--- config.mk ---
export PLATFORM = sky130hd
export DESIGN_NAME = mux_rr_sched_flat
export DESIGN_NICKNAME = d
export VERILOG_FILES = /design/src/rtl/common_pkg.sv /design/src/rtl/mux_rr_sched_if.sv /design/src/rtl/onehot_mux.sv /design/src/rtl/rr_pick.sv /design/src/rtl/mux_rr_sched.sv /design/src/flat_wrapper.sv
export SDC_FILE = /design/constraint.sdc
export NUM_CORES = 1
export LEC_CHECK = 0
export ABC_AREA = 1
export BUFFER_PORTS_ARGS = -buffer_cell sky130_fd_sc_hd__buf_2
export CELL_PAD_IN_SITES_DETAIL_PLACEMENT = 1
export CELL_PAD_IN_SITES_GLOBAL_PLACEMENT = 1
export CORE_ASPECT_RATIO = 1.25
export CORE_MARGIN = 8
export CORE_UTILIZATION = 28
export DETAILED_ROUTE_END_ITERATION = 8
export PLACE_DENSITY_LB_ADDON = 0.25
export SLEW_MARGIN = 25
export SYNTH_ARGS = -nofsm -noshare
export SYNTH_HDL_FRONTEND = slang
export SYNTH_SLANG_ARGS = --single-unit
--- constraint.sdc ---
create_clock -name clk -period 3.05 [get_ports clk]
set_input_delay 0.61 -clock clk [delete_from_list [all_inputs] [get_ports clk]]
set_output_delay 0.61 -clock clk [all_outputs]
set_load 0.01 [all_outputs]
--- src/rtl/common_pkg.sv ---
// Shared types for the scheduler blocks.
//   sched_state_t : arbitration state, IDLE between packets, LOCKED while a
//                   multi-beat packet owns the mux.
package common_pkg;

  typedef enum logic {IDLE, LOCKED} sched_state_t;

endpackage

--- src/rtl/mux_rr_sched_if.sv ---
// Bundle of requester-side and consumer-side signals of mux_rr_sched.
//   i_req_vld/i_req_data/i_req_last/o_req_rdy : N requester beat handshakes
//   o_y_vld/o_y_data/o_y_last/o_y_src/i_y_rdy : registered output beat handshake
//   o_busy                                   : packet in progress or beat pending
// slave  : the scheduler side
// master : the environment side (requesters plus downstream consumer)
interface mux_rr_sched_if #(
  parameter int unsigned N = 4,
  parameter int unsigned W = 32
);

  logic [N-1:0]        i_req_vld;
  logic [N-1:0][W-1:0] i_req_data;
  logic [N-1:0]        i_req_last;
  logic [N-1:0]        o_req_rdy;
  logic                o_y_vld;
  logic [W-1:0]        o_y_data;
  logic                o_y_last;
  logic [N-1:0]        o_y_src;
  logic                i_y_rdy;
  logic                o_busy;

  modport slave (
    input  i_req_vld, i_req_data, i_req_last, i_y_rdy,
    output o_req_rdy, o_y_vld, o_y_data, o_y_last, o_y_src, o_busy
  );

  modport master (
    output i_req_vld, i_req_data, i_req_last, i_y_rdy,
    input  o_req_rdy, o_y_vld, o_y_data, o_y_last, o_y_src, o_busy
  );

endinterface

--- src/rtl/onehot_mux.sv ---
// One-hot select mux: y = data[i] where sel[i] is set; zero when sel is zero.
//   sel  : one-hot (or zero) select
//   data : N words of W bits
//   y    : selected word
module onehot_mux #(
  parameter int unsigned N = 4,
  parameter int unsigned W = 32
) (
  input  logic [N-1:0]        sel,
  input  logic [N-1:0][W-1:0] data,
  output logic [W-1:0]        y
);

  always_comb begin
    y = '0;
    for (int i = 0; i < N; i++) begin
      y = y | (data[i] & {W{sel[i]}});
    end
  end

endmodule

--- src/rtl/rr_pick.sv ---
// Combinational circular first-one finder.
//   req : request vector
//   ptr : index of the last winner; the search starts at ptr+1 mod N
//   gnt : one-hot grant, zero when req is zero
module rr_pick #(
  parameter int unsigned N = 4
) (
  input  logic [N-1:0]         req,
  input  logic [$clog2(N)-1:0] ptr,
  output logic [N-1:0]         gnt
);

  localparam int unsigned PW = $clog2(N);

  logic [PW:0]    sh;
  logic [2*N-1:0] dbl;
  logic [N-1:0]   rot;
  logic [N-1:0]   first;
  logic [2*N-1:0] gdbl;
  logic           found;

  // Doubling the vector turns the circular search into a plain shift plus a
  // lowest-set-bit pick; the grant is rotated back the same way.
  always_comb begin
    sh    = {1'b0, ptr} + {{PW{1'b0}}, 1'b1};
    dbl   = {req, req} >> sh;
    rot   = dbl[N-1:0];
    first = '0;
    found = 1'b0;
    for (int i = 0; i < N; i++) begin
      if (rot[i] && !found) begin
        first[i] = 1'b1;
        found    = 1'b1;
      end
    end
    gdbl = {{N{1'b0}}, first} << sh;
    gnt  = gdbl[N-1:0] | gdbl[2*N-1:N];
  end

endmodule

--- src/rtl/mux_rr_sched.sv ---
// Round-robin scheduler sharing an N-input one-hot mux between N valid/ready
// requesters, holding the grant for the whole of a multi-beat packet and
// registering the selected beat into one output stage.
//   clk    : rising-edge clock
//   arst_n : asynchronous active-low reset
//   bus    : requester beats in, o_req_rdy accept strobes out, registered
//            output beat (o_y_*) with i_y_rdy backpressure, o_busy status
module mux_rr_sched
  import common_pkg::*;
#(
  parameter int unsigned N = 4,
  parameter int unsigned W = 32
) (
  input logic           clk,
  input logic           arst_n,
  mux_rr_sched_if.slave bus
);

  localparam int unsigned PW = $clog2(N);

  sched_state_t   state_q, state_d;
  logic [N-1:0]   lock_q, lock_d;
  logic [PW-1:0]  ptr_q, ptr_d;

  logic           y_vld_q;
  logic [W-1:0]   y_data_q;
  logic           y_last_q;
  logic [N-1:0]   y_src_q;

  logic [N-1:0]   pick_gnt;
  logic [N-1:0]   gnt;
  logic [N-1:0]   rdy;
  logic           adv;
  logic           acc;
  logic           sel_last;
  logic [W-1:0]   sel_data;
  logic [PW-1:0]  gnt_idx;

  rr_pick #(.N(N)) u_pick (
    .req (bus.i_req_vld),
    .ptr (ptr_q),
    .gnt (pick_gnt)
  );

  // The output stage can take a beat when it is empty or drains this cycle.
  assign adv      = ~y_vld_q | bus.i_y_rdy;
  // A locked packet owner keeps the mux even while it stalls.
  assign gnt      = (state_q == LOCKED) ? lock_q : pick_gnt;
  assign rdy      = gnt & bus.i_req_vld & {N{adv}};
  assign acc      = |rdy;
  assign sel_last = |(rdy & bus.i_req_last);

  onehot_mux #(.N(N), .W(W)) u_mux (
    .sel  (rdy),
    .data (bus.i_req_data),
    .y    (sel_data)
  );

  always_comb begin
    gnt_idx = '0;
    for (int i = 0; i < N; i++) begin
      if (rdy[i]) gnt_idx = PW'(i);
    end
  end

  always_comb begin
    state_d = state_q;
    lock_d  = lock_q;
    ptr_d   = ptr_q;
    if (acc) begin
      if (sel_last) begin
        state_d = IDLE;
        ptr_d   = gnt_idx;
      end else if (state_q == IDLE) begin
        state_d = LOCKED;
        lock_d  = rdy;
      end
    end
  end

  always_ff @(posedge clk or negedge arst_n) begin
    if (!arst_n) begin
      state_q <= IDLE;
      lock_q  <= '0;
      ptr_q   <= PW'(N - 1);
    end else begin
      state_q <= state_d;
      lock_q  <= lock_d;
      ptr_q   <= ptr_d;
    end
  end

  // Accept wins over drain, so back-to-back beats leave no bubble.
  always_ff @(posedge clk or negedge arst_n) begin
    if (!arst_n) begin
      y_vld_q  <= 1'b0;
      y_data_q <= '0;
      y_last_q <= 1'b0;
      y_src_q  <= '0;
    end else if (acc) begin
      y_vld_q  <= 1'b1;
      y_data_q <= sel_data;
      y_last_q <= sel_last;
      y_src_q  <= rdy;
    end else if (adv) begin
      y_vld_q  <= 1'b0;
    end
  end

  assign bus.o_req_rdy = rdy;
  assign bus.o_y_vld   = y_vld_q;
  assign bus.o_y_data  = y_data_q;
  assign bus.o_y_last  = y_last_q;
  assign bus.o_y_src   = y_src_q;
  assign bus.o_busy    = (state_q == LOCKED) | y_vld_q;

  a_rdy_onehot0 : assert property (@(posedge clk) disable iff (!arst_n) $onehot0(rdy));
  a_src_onehot0 : assert property (@(posedge clk) disable iff (!arst_n) $onehot0(y_src_q));
  a_src_valid   : assert property (@(posedge clk) disable iff (!arst_n)
                                   y_vld_q |-> (y_src_q != '0));
  a_lock_onehot : assert property (@(posedge clk) disable iff (!arst_n)
                                   (state_q == LOCKED) |-> $onehot(lock_q));

endmodule

--- src/flat_wrapper.sv ---
// flat-port wrapper written by rule: the top's interface ports become plain ports
module mux_rr_sched_flat import common_pkg::*;
#(
  parameter int unsigned N = 4,
  parameter int unsigned W = 32
)
  (clk, arst_n, bus_i_req_vld, bus_i_req_data, bus_i_req_last, bus_i_y_rdy, bus_o_req_rdy, bus_o_y_vld, bus_o_y_data, bus_o_y_last, bus_o_y_src, bus_o_busy);
  mux_rr_sched_if #(.N(N), .W(W)) bus_i ();
  input logic clk;
  input logic arst_n;
  input wire logic [$bits(bus_i.i_req_vld)-1:0] bus_i_req_vld;
  input wire logic [$bits(bus_i.i_req_data)-1:0] bus_i_req_data;
  input wire logic [$bits(bus_i.i_req_last)-1:0] bus_i_req_last;
  input wire logic [$bits(bus_i.i_y_rdy)-1:0] bus_i_y_rdy;
  output wire logic [$bits(bus_i.o_req_rdy)-1:0] bus_o_req_rdy;
  output wire logic [$bits(bus_i.o_y_vld)-1:0] bus_o_y_vld;
  output wire logic [$bits(bus_i.o_y_data)-1:0] bus_o_y_data;
  output wire logic [$bits(bus_i.o_y_last)-1:0] bus_o_y_last;
  output wire logic [$bits(bus_i.o_y_src)-1:0] bus_o_y_src;
  output wire logic [$bits(bus_i.o_busy)-1:0] bus_o_busy;
  assign bus_i.i_req_vld = bus_i_req_vld;
  assign bus_i.i_req_data = bus_i_req_data;
  assign bus_i.i_req_last = bus_i_req_last;
  assign bus_i.i_y_rdy = bus_i_y_rdy;
  assign bus_o_req_rdy = bus_i.o_req_rdy;
  assign bus_o_y_vld = bus_i.o_y_vld;
  assign bus_o_y_data = bus_i.o_y_data;
  assign bus_o_y_last = bus_i.o_y_last;
  assign bus_o_y_src = bus_i.o_y_src;
  assign bus_o_busy = bus_i.o_busy;
  mux_rr_sched #(.N(N), .W(W)) u_core (.clk(clk), .arst_n(arst_n), .bus(bus_i));
endmodule
==> Word-level counts from Yosys, hierarchy flattened <==
Index checks and enable logic that the tools add are counted.
{ "op_classes": {"addsub": 1, "multipliers": 0, "n_div": 0, "n_lt_le_gt_ge": 0, "n_eq_ne": 0, "shifts": 2, "mux": 13, "bitwise": 16, "n_reduce_logical": 11} }
{ "op_table": {"columns": ["op", "count"], "rows": [
  ["bitwise AND 32 bit", 4],
  ["bitwise OR 32 bit", 3],
  ["bitwise AND 4 bit", 3],
  ["2-to-1 mux 1 bit", 10],
  ["OR reduction 4 bit", 2],
  ["<< shifter 4 x 3 -> 8 bit", 1],
  ["right shift 8 x 3 -> 4 bit", 1],
  ["2-to-1 mux 2 bit", 2],
  ["2-to-1 mux 4 bit", 1],
  ["bitwise OR 4 bit", 1],
  ["adder 2 x 1 -> 3 bit, second input constant", 1],
  ["logical AND 1 bit", 3],
  ["logical NOT 1 bit", 3],
  ["NOT 1 bit", 3],
  ["AND reduction 3 bit", 1],
  ["bitwise OR 1 bit", 2],
  ["AND reduction 2 bit", 1],
  ["nonzero test 2 bit", 1]
]} }
{ "word_totals": {"register_bits": 45, "latch_bits": 0, "mem_bits_rw": 0, "mem_bits_ro": 0, "input_bits": 139, "out_inout_bits": 43, "wordCells": 50, "mem_count": 0} }

==> Longest topological paths before layout <==
Gate-level depths: netlist of the first run.
{ "logic_depth": {"word_depth": 21, "ltp_mapped": 21, "mapped_depth_nobuf": 17} }

==> By module <==
A second synthesis of the first run with hierarchy kept.
{ "hier_totals": {"hier_cells": 600, "area_unflattened_um2": 3505.9} }
{ "modules_own_cells": {"columns": ["mod", "instances", "cells_each", "area_per_inst_um2", "seq_area_each_um2"], "rows": [
  ["mux_rr_sched", 1, 234, 1976.9, 1128.6],
  ["onehot_mux", 1, 300, 1199.9, 0.0],
  ["rr_pick", 1, 66, 329.1, 0.0]
]} }

==> Worst setup path before layout of the first run <==
No wires, ideal clock.
{ "synth_timing": {"path_kind": "register -> output", "start": "reg u_core.ptr_q[0]", "end": "out bus_o_req_rdy[3]", "arrival_ps": 1755, "t_required_ps": 2440, "path_slack_ps": 685, "stages_incl_launch_ff": 16, "path_buffers": 3, "cell_sequence": "dfstp_2 buf_6 inv_4 buf_6 nand2_2 nand3_1 nand2_1 nand2_1 nor2_2 nand2_1 nand3_1 nand2_1 nand2_2 nand2_2 clkinv_1 buf_2"} }
{ "synth_via": {"elab_chain_cells": 17, "elab_cells_between_ends": 19, "cone_classes": "add/sub (1); shift (2); mux (7); bitwise (3); reduce/logical (6)"} }
{ "synth_rtl": {"columns": ["item", "line_no", "source"], "rows": [
  ["from (decl)", "mux_rr_sched.sv:23", "logic [PW-1:0] ptr_q, ptr_d;"],
  ["from (signal assigned)", "mux_rr_sched.sv:85", "ptr_q <= PW'(N - 1);"],
  ["from (signal assigned)", "mux_rr_sched.sv:89", "ptr_q <= ptr_d;"],
  ["adder 2 x 1 -> 3 bit *", "rr_pick.sv:25", "sh = {1'b0, ptr} + {{PW{1'b0}}, 1'b1};"],
  ["right shift 8 x 3 -> 4 bit", "rr_pick.sv:26", "dbl = {req, req} >> sh;"],
  ["2-to-1 mux 1 bit", "rr_pick.sv:31", "if (rot[i] && !found) begin"],
  ["logical NOT 1 bit", "rr_pick.sv:31", null],
  ["logical AND 1 bit", "rr_pick.sv:31", null],
  ["2-to-1 mux 1 bit", "rr_pick.sv:31", null],
  ["logical NOT 1 bit", "rr_pick.sv:31", null],
  ["logical AND 1 bit", "rr_pick.sv:31", null],
  ["2-to-1 mux 1 bit", "rr_pick.sv:31", null],
  ["logical NOT 1 bit", "rr_pick.sv:31", null],
  ["logical AND 1 bit", "rr_pick.sv:31", null],
  ["2-to-1 mux 1 bit", "rr_pick.sv:31", null],
  ["<< shifter 4 x 3 -> 8 bit *", "rr_pick.sv:36", "gdbl = {{N{1'b0}}, first} << sh;"],
  ["bitwise OR 4 bit *", "rr_pick.sv:37", "gnt = gdbl[N-1:0] | gdbl[2*N-1:N];"],
  ["2-to-1 mux 4 bit *", "mux_rr_sched.sv:48", "assign gnt = (state_q == LOCKED) ? lock_q : pick_gnt;"],
  ["bitwise AND 4 bit * (2 in a row)", "mux_rr_sched.sv:49", "assign rdy = gnt & bus.i_req_vld & {N{adv}};"],
  ["to (decl)", "flat_wrapper.sv:15", "output wire logic [$bits(bus_i.o_req_rdy)-1:0] bus_o_req_rdy;"]
]} }
Every way passes the cells marked *; elsewhere a longest branch is shown, timed or not.

==> Worst setup path after layout of the first run <==
{ "layout_timing": {"start": "reg u_core.ptr_q[0]", "end": "out bus_o_req_rdy[0]"} }
Same word-level chain as after synthesis.

==> results of run 1 <==
==> cells in the final DEF (no fill, tap or decap), drive strengths merged <==
cell type  instances
diode              2
buf              192
clkbuf             7
nand4              4
dfstp              2
nor3               2
nand3             58
clkinvlp           1
a21oi             35
o21ai              5
ha                 1
nand2            224
nor2              10
inv               20
clkinv             3
dfrtp             43
==> report_power, final <==
group	internal, mW	leakage (nW)	switching, mW
clock	0.305	0.0641	0.228
combinational	0.906	1.76	1.59
sequential	0.912	0.551	0.183
==> flip-flops by register name (all words and copies together) (netlist names) <==
register             count
u_core.state_q           1
u_core.bus.o_y_vld       1
u_core.ptr_q             2
u_core.bus.o_y_data     32
u_core.bus.o_y_last      1
u_core.bus.o_y_src       4
u_core.lock_q            4
==> how the worst min path moves through the flow <==
stage,from,end,cells after the start
final,arst_n,u_core.bus.o_y_data[9]$_DFFE_PN0P_,1
after global routing,arst_n,u_core.bus.o_y_data[9]$_DFFE_PN0P_,1
after CTS,arst_n,u_core.bus.o_y_data[9]$_DFFE_PN0P_,1
after detailed placement,u_core.bus.o_y_last$_DFFE_PN0P_,u_core.bus.o_y_last$_DFFE_PN0P_,2
after global placement,u_core.bus.o_y_src[3]$_DFFE_PN0P_,u_core.bus.o_y_src[3]$_DFFE_PN0P_,2
after floorplan,arst_n,u_core.bus.o_y_data[0]$_DFFE_PN0P_,0
==> metrics by stage <==
step	total power [mW]	instance area [µm²]	utilization [%]	worst slack [ps]
6_report	4.12	4040	40.2	274
5_1_grt	4.54	4040	40.2	69.8
4_1_cts	4.18	4020	40.0	115
3_5_place_dp	3.64	3880	38.6	388
3_3_place_gp	3.54	3880	38.6	484
2_1_floorplan	2.79	2870	-	685
==> what timing repair did <==
item / CTS / global route
endpoints found under the hold margin: 0 / 0
setup endpoints to repair: 0 / 3
setup buffers: 0 / 2
==> area by class of cell <==
class                      instances  area [µm²]  share of cell area, %
antenna                            2        5.00                  0.124
clock buffer                       7         133                   3.28
clock inverter                     1        7.51                  0.186
inverter                          23        88.8                   2.20
multi-input combinational        339        1520                   37.5
sequential                        45        1130                   27.9
tap                              129         161                   3.99
timing repair buffer             192        1000                   24.8
==> cell families (layout without fill, tap and decap cells) <==
family / Yosys count / count (layout) / share of synthesized area [%]
compound gates: 40 / 40 / 6.99
simple gates: 298 / 298 / 45.5
fa+ha+maj: 1 / 1 / 0.437
other cells: 0 / 2 / 0
buf+inv: 43 / 223 / 7.69
flops: 45 / 45 / 39.4
==> metal layers <==
| metal | up-vias | routed length [µm] | track usage, % |
|---|---|---|---|
| li1 | 1716 | - | - |
| met1 | 1596 | 4450 | 17.9 |
| met2 | 116 | 6650 | 34.6 |
| met3 | 17 | 953 | 6.41 |
| met4 | 4 | 221 | 5.48 |
| met5 | - | 23 | 0 |
==> reports/results.txt, run 1 <==
The distinct cell type count after synthesis was 22. The worst-case register-to-register setup slack came out at 500 ps. The tools report the total die area as 13,700 µm².

Together, buffers and inverters on the worst path number 3. Port buffering added 181 buffers. After technology mapping, the gate count stands at 427. For this block, the routed nets add up to 12,300 µm of wire. The total of fill cells in the finished design was 1,401. Once placement completed, the tool counted placed cells totaling 726. The total DRC errors in the routed layout is 0, and the initial cell density of the core is 28.5%.

HPWL after detailed placement: 10,300 µm. The tools report the number of antenna-violating nets in the routed design as 0. For the number of non-filler instances in the completed layout, the log shows 738. Among all flip-flop cells after synthesis, the most frequent one is sky130_fd_sc_hd__dfrtp_1. Transition at the pin with the smallest max-transition slack: 517 ps. Across all hold checks on the routed design, the worst slack comes to 170 ps. The portion of synthesized cell area occupied by the leading cell type came out at 37.6%. On the final layout, the worst clock skew is 6.83 ps.

The tools report the required time at the endpoint of the critical path as 2440 ps. Average cell area after synthesis: 6.71 µm². The tools report the number of antenna violations at the first check in global routing as 3. In this run the worst setup path terminates at bus_o_req_rdy[0]. The category of the critical setup timing path is flop to primary output. Counting flops with a built-in enable in the synthesized netlist gives 0. In this design, the stage delay of the slowest critical-path cell is 570 ps. Global routing finished with a remaining overflow of 0. Via count of the first global-routing pass: 3,970.

By count the netlist is led by 207 x sky130_fd_sc_hd__nand2_1, 48 x sky130_fd_sc_hd__nand3_1, 43 x sky130_fd_sc_hd__dfrtp_1, 35 x sky130_fd_sc_hd__a21oi_1, 16 x sky130_fd_sc_hd__nand2_2. The proportion of layout cells with a drive suffix above 1 is 38.4%. Launching element of the worst setup path: u_core.ptr_q[0]$_DFFE_PN1P_.

For this run, the register share of the synthesized area comes to 39.4%. Across the VDD grid, the largest voltage drop is 0.296 mV. The per-cell routed wire length is 16.7 µm, and the vias per cell is 4.67.

The die is 106 µm wide. After synthesis the cells add up to 2870 µm². Data arrives at the worst endpoint at 2170 ps. CTS placed an instance of sky130_fd_sc_hd__clkbuf_16 at the clock tree root.

From synthesis to final layout, the design area changed by 41.0%. The pre-antenna-repair detailed-routing pass consisted of 4 iterations. The largest fanout on the critical path is 13, and the global placer's final weighted congestion is 0.782. For this design the top-level I/O count stands at 182. After synthesis the netlist holds a flip-flop and latch count of 45.

The tools report the synthesized net count as 567. TritonCTS created 5 clock buffers. The run gives 0 as the count of final max-slew check failures. The run finished with clean final reports. The via total after detailed routing was 3,449. The final period demand of the worst path came out at 2780 ps.

STA classifies the critical path startpoint as a flop. The reported max-cap violation count came out at 0. The worst register-to-register path ends at u_core.bus.o_y_data[0]$_DFFE_PN0P_.

The number of cell instances on the worst register-to-register path works out to 16. On the critical path the largest part of the delay comes from simple AND/OR/NAND/NOR gates. Setup repair after global routing left no endpoint under its margin.

The floorplan step defined a core boundary enclosing 10,100 µm². The maximum number of pins on one net before global-route repair is 39, and the setup TNS is 0 ps. The worst hold path belongs to the class primary input to async pin. For this design the ratio of total power to cell area is 1020 nW/µm². After clock tree synthesis, the clock-pin slew on the worst setup and hold paths is 60 ps. In the finished design, the share of the clock period the worst path needs comes to 91.0%. Row generation in the floorplan step produced 41 rows.

The first global-routing pass estimated 19,800 µm of wire. Counting flops with an async set or reset pin after synthesis yields a share of 100%. By instance count, the leading cell after synthesis is sky130_fd_sc_hd__nand2_1. The number of gates resized after cts came out at 0.

The layout net count was 746; the count of clock tree sinks was 45. Number of hold-slack violations in the final timing report: 0. The number of H-tree branching levels came out at 2. The tools report the critical path capture point type as a primary output.

Measured against its own limit, the worst slew margin works out to 65.5%. In this run the vertical extent of the chip is 129 µm. Across every metal layer, demand over resource in global routing totals 18.1%. Cell type with the highest aggregate area in the netlist: sky130_fd_sc_hd__dfrtp_1. After the first detailed-routing iteration, the DRC count stood at 61. For the number of hold buffers added after cts, the log shows 0. The highest attainable clock frequency was 360 MHz. TritonCTS built the clock tree. For the worst-skew pair, the clock arrives at the later sink with an insertion delay of 290 ps. During synthesis, Yosys emitted a total of 0 warnings.

The startpoint identified for the worst register-to-register timing path is u_core.ptr_q[0]$_DFFE_PN1P_. For this design the static power due to leakage is 2.38 nW. By area the synthesized netlist is led by sky130_fd_sc_hd__dfrtp_1 38%, sky130_fd_sc_hd__nand2_1 27%, sky130_fd_sc_hd__nand3_1 8.4%, sky130_fd_sc_hd__a21oi_1 6.1%, sky130_fd_sc_hd__nand2_2 3.5%. The final setup violation count is 0.

The slowest stage of the critical path is the sky130_fd_sc_hd__dfstp_2 cell. The clock passes through at most 2 buffers. The signal on the critical path passes through inv_4, nand2_1, nand3_1, nand2_2, nand2_1, nor2_2, nand3_1, nand2_1, nand2_1, nand2_1, nand2_1, clkinv_1, buf_2. The critical path runs through a total of 13 cells. The cell repeated most along the worst path was sky130_fd_sc_hd__nand2_1.
Note: power is estimated with default switching activity, not from simulation.
==> inputs of run 2 (changes only) <==
Clock period 3.05 ns to 2.77 ns, I/O delays scaled along.
==> run 2 against run 1 <==
  * Sequential share of layout area decreased by 0.53 points
  * Highest routed layer is now met4
  * Power is 12% higher
  * Via count up 1.3%
  * Critical path type unchanged
  * Non-clock buffer count grew 9
  * Setup slack worse by 150 ps
==> reports/results.txt, run 2 (synthesis results as in run 1) <==
The number of optimization iterations in the first detailed-route pass came out at 4 (unchanged). The initial DRC count was 114 (+87%). The total die area was 13,700 µm² (unchanged); the boundary pin count was 182 (unchanged).

The logs give 0 (unchanged) for the count of final max-slew check failures and 12,400 µm (+0.59%) for the aggregate routed wire length. The logs give 17.9% (-0.23 points) for the total track usage and 0 (unchanged) for the total DRC errors in the routed layout. The total of buffers placed on input and output ports is 181 (unchanged), and the initial cell density of the core is 28.5% (unchanged).

The transition at the pin with the smallest max-transition slack was 396 ps (-121 ps). The HPWL after detailed placement is 10,200 µm (-0.41%). The run gives 897 µm (-5.9%) as the total length of routed met3 wires. The leading cell type in the layout, fill and taps excluded is sky130_fd_sc_hd__nand2_1. The vias per cell came out at 4.68 (about the same). The cell at the root of the clock tree is sky130_fd_sc_hd__clkbuf_16.

The run gives 0 (unchanged) as the number of hold-slack violations in the final timing report. The post-synthesis to final-layout area growth works out to 43.8%. The number of cell instances on the worst register-to-register path works out to 19 (+3). Number of flip-flops in the largest register: 32 (unchanged). The tools report the worst-case register-to-register setup slack as 310 ps (-190 ps).

The slowest stage of the critical path belongs to the cell sky130_fd_sc_hd__dfstp_2. Setup skew after layout: 4.18 ps (-2.66 ps). The tools report the total congestion overflow after global routing as 0 (unchanged).

The power density over cell area works out to 1120 nW/µm² (+9.4%). The number of antenna violations at the first check in global routing was 1 (-2); the maximum number of pins on one net before global-route repair was 34 (-13%). The run gives 2.44 nW (+2.5%) as the total leakage power.

The tools report the launching point of the worst reg2reg path as u_core.ptr_q[0]$_DFFE_PN1P_. The reported max-cap violation count was 0 (unchanged). TritonCTS built the clock tree. The proportion of layout cells with a drive suffix above 1 was 40.4% (+2.0 points). Number of buffer and inverter instances along the worst setup path: 3 (unchanged).

The tools report the core footprint as 10,100 µm² (unchanged). The critical path goes through inv_6, nand2_1, nand3_1, nand2_1, nand2_1, nor2_2, nand2_1, nand3_1, nand2_1, nand2_2, nand2_2, inv_2, buf_2. The final period demand of the worst path is 2650 ps, and the global-route wire length before repair is 19,600 µm (-1.0%).

The layout net count is 755 (+1.2%). The power after layout is 4.60 mW (+12%). The cell repeated most along the worst path is sky130_fd_sc_hd__nand2_1. The pre-CTS setup slack was 145 ps (-243 ps). The logs give 0 (unchanged) for the final setup violation count and 73.5% (+8.0 points) for the max-slew headroom at the worst pin. The critical path startpoint category is a flop. Number of rows created at floorplan: 41 (unchanged). The run gives 5 (unchanged) as the number of buffers added by the clock tree synthesis step. Wire length on met1: 4650 µm (+4.3%). The tools report the worst-case vdd ir drop as 0.442 mV (+49%). The path class of the tightest hold or removal check is primary input to async pin. Leaving out fill and tap cells, the most frequent cells in the layout are 205 x sky130_fd_sc_hd__nand2_1, 180 x sky130_fd_sc_hd__buf_2, 46 x sky130_fd_sc_hd__nand3_1. The slack of the critical path is 123 ps (-151 ps), and the per-cell routed wire length is 16.6 µm (-0.63%). Clock latency reported for the late side of the worst-skew pair: 280 ps (about the same).

The final critical-path share of the clock period works out to 95.5%. The number of H-tree branching levels was 2 (unchanged); the longest individual stage delay on the worst path was 610 ps (+40 ps). The die width is 106 µm (unchanged). After detailed routing, no signal wire sits above met4. The clock transition at the registers of the reported paths works out to 60 ps (about the same). The logs give 0.812 (+3.8%) for the global placer's final weighted congestion and 45 (unchanged) for the count of clock tree sinks. The cell family contributing the most delay on the critical path is simple AND/OR/NAND/NOR gates. The number of antenna-violating nets in the routed design came out at 0 (unchanged). The die span in y was 129 µm (unchanged). The end of the worst register-to-register path is u_core.bus.o_y_data[31]$_DFFE_PN0P_. The maximum count of clock buffers along a single path was 2 (unchanged); the critical path data arrival time was 2090 ps (-80 ps). The required time at the endpoint of the critical path is 2220 ps (-220 ps), and the via count of the first global-routing pass is 3,975 (+0.13%).

The worst setup path is captured at a primary output. The flow ran to the end, and the final reports show no timing, DRC or antenna violations. The detailed-routed wire length on met2 came out at 6530 µm (-1.9%). For the highest attainable clock frequency, the log shows 378 MHz. The critical path is of the flop to primary output type. The via total after detailed routing was 3,494 (+1.3%); the largest fanout on the critical path was 13 (unchanged).
[run 2: changes by cell type in the layout (fill, tap and decap cells not counted), sizes merged]
cell	before	now
buf	192	201
clkinv	3	0
inv	20	23
clkbuf	7	8
clkinvlp	1	0
[run 2: area by class of cell]
class,instances,area (µm²)
Sequential cell,45,1130
Antenna cell,2,5.00
Multi-Input combinational cell,339,1530
Tap cell,129,161
Clock buffer,8,136
Fill cell,1395,5940
Inverter,23,91.3
Timing Repair Buffer,201,1060
[run 2: worst max path at each step]
stage | from | end | slack, ps | cells past startpoint
floorplan | u_core.ptr_q[0]$_DFFE_PN1P_ | bus_o_req_rdy[3] | 460 | 15
global placement | u_core.ptr_q[0]$_DFFE_PN1P_ | u_core.bus.o_y_data[6]$_DFFE_PN0P_ | 270 | 18
detailed placement | u_core.ptr_q[0]$_DFFE_PN1P_ | u_core.bus.o_y_data[31]$_DFFE_PN0P_ | 150 | 18
CTS | u_core.ptr_q[0]$_DFFE_PN1P_ | bus_o_req_rdy[1] | 30 | 13
global route | u_core.ptr_q[0]$_DFFE_PN1P_ | bus_o_req_rdy[1] | -10 | 13
finish | u_core.ptr_q[0]$_DFFE_PN1P_ | bus_o_req_rdy[3] | 120 | 13
[run 2: power breakdown]
group | switching [mW] | internal [mW]
combinational | 1.77 | 1.04
clock | 0.240 | 0.336
sequential | 0.211 | 1.00
[run 2: repair_timing]
| action | CTS | global route |
|---|---|---|
| endpoints found under the setup margin | 3 | 4 |
| hold endpoints to repair | 0 | 0 |
| hold buffers | 0 | 0 |
| resized for setup | 0 | 10 |
| setup buffers | 2 | 6 |
| pin swaps | 0 | 4 |
[run 2: per-layer routing]
layer	track usage, %	up-vias
li1	-	1732
met1	18.0	1625
met2	33.2	116
met3	6.11	21
met4	6.89	0
met5	0	-
[run 2: through the flow]
step | util (%) | instances | setup TNS, ps | instance area, µm² | hold slack [ps]
2_1_floorplan | - | 427 | 0 | 2870 | 258
3_3_place_gp | 38.7 | 729 | 0 | 3890 | 452
3_5_place_dp | 38.7 | 729 | 0 | 3890 | 461
4_1_cts | 40.2 | 739 | 0 | 4040 | 163
5_1_grt | 40.9 | 746 | -33.3 | 4120 | 182
6_report | 41.0 | 747 | 0 | 4120 | 160
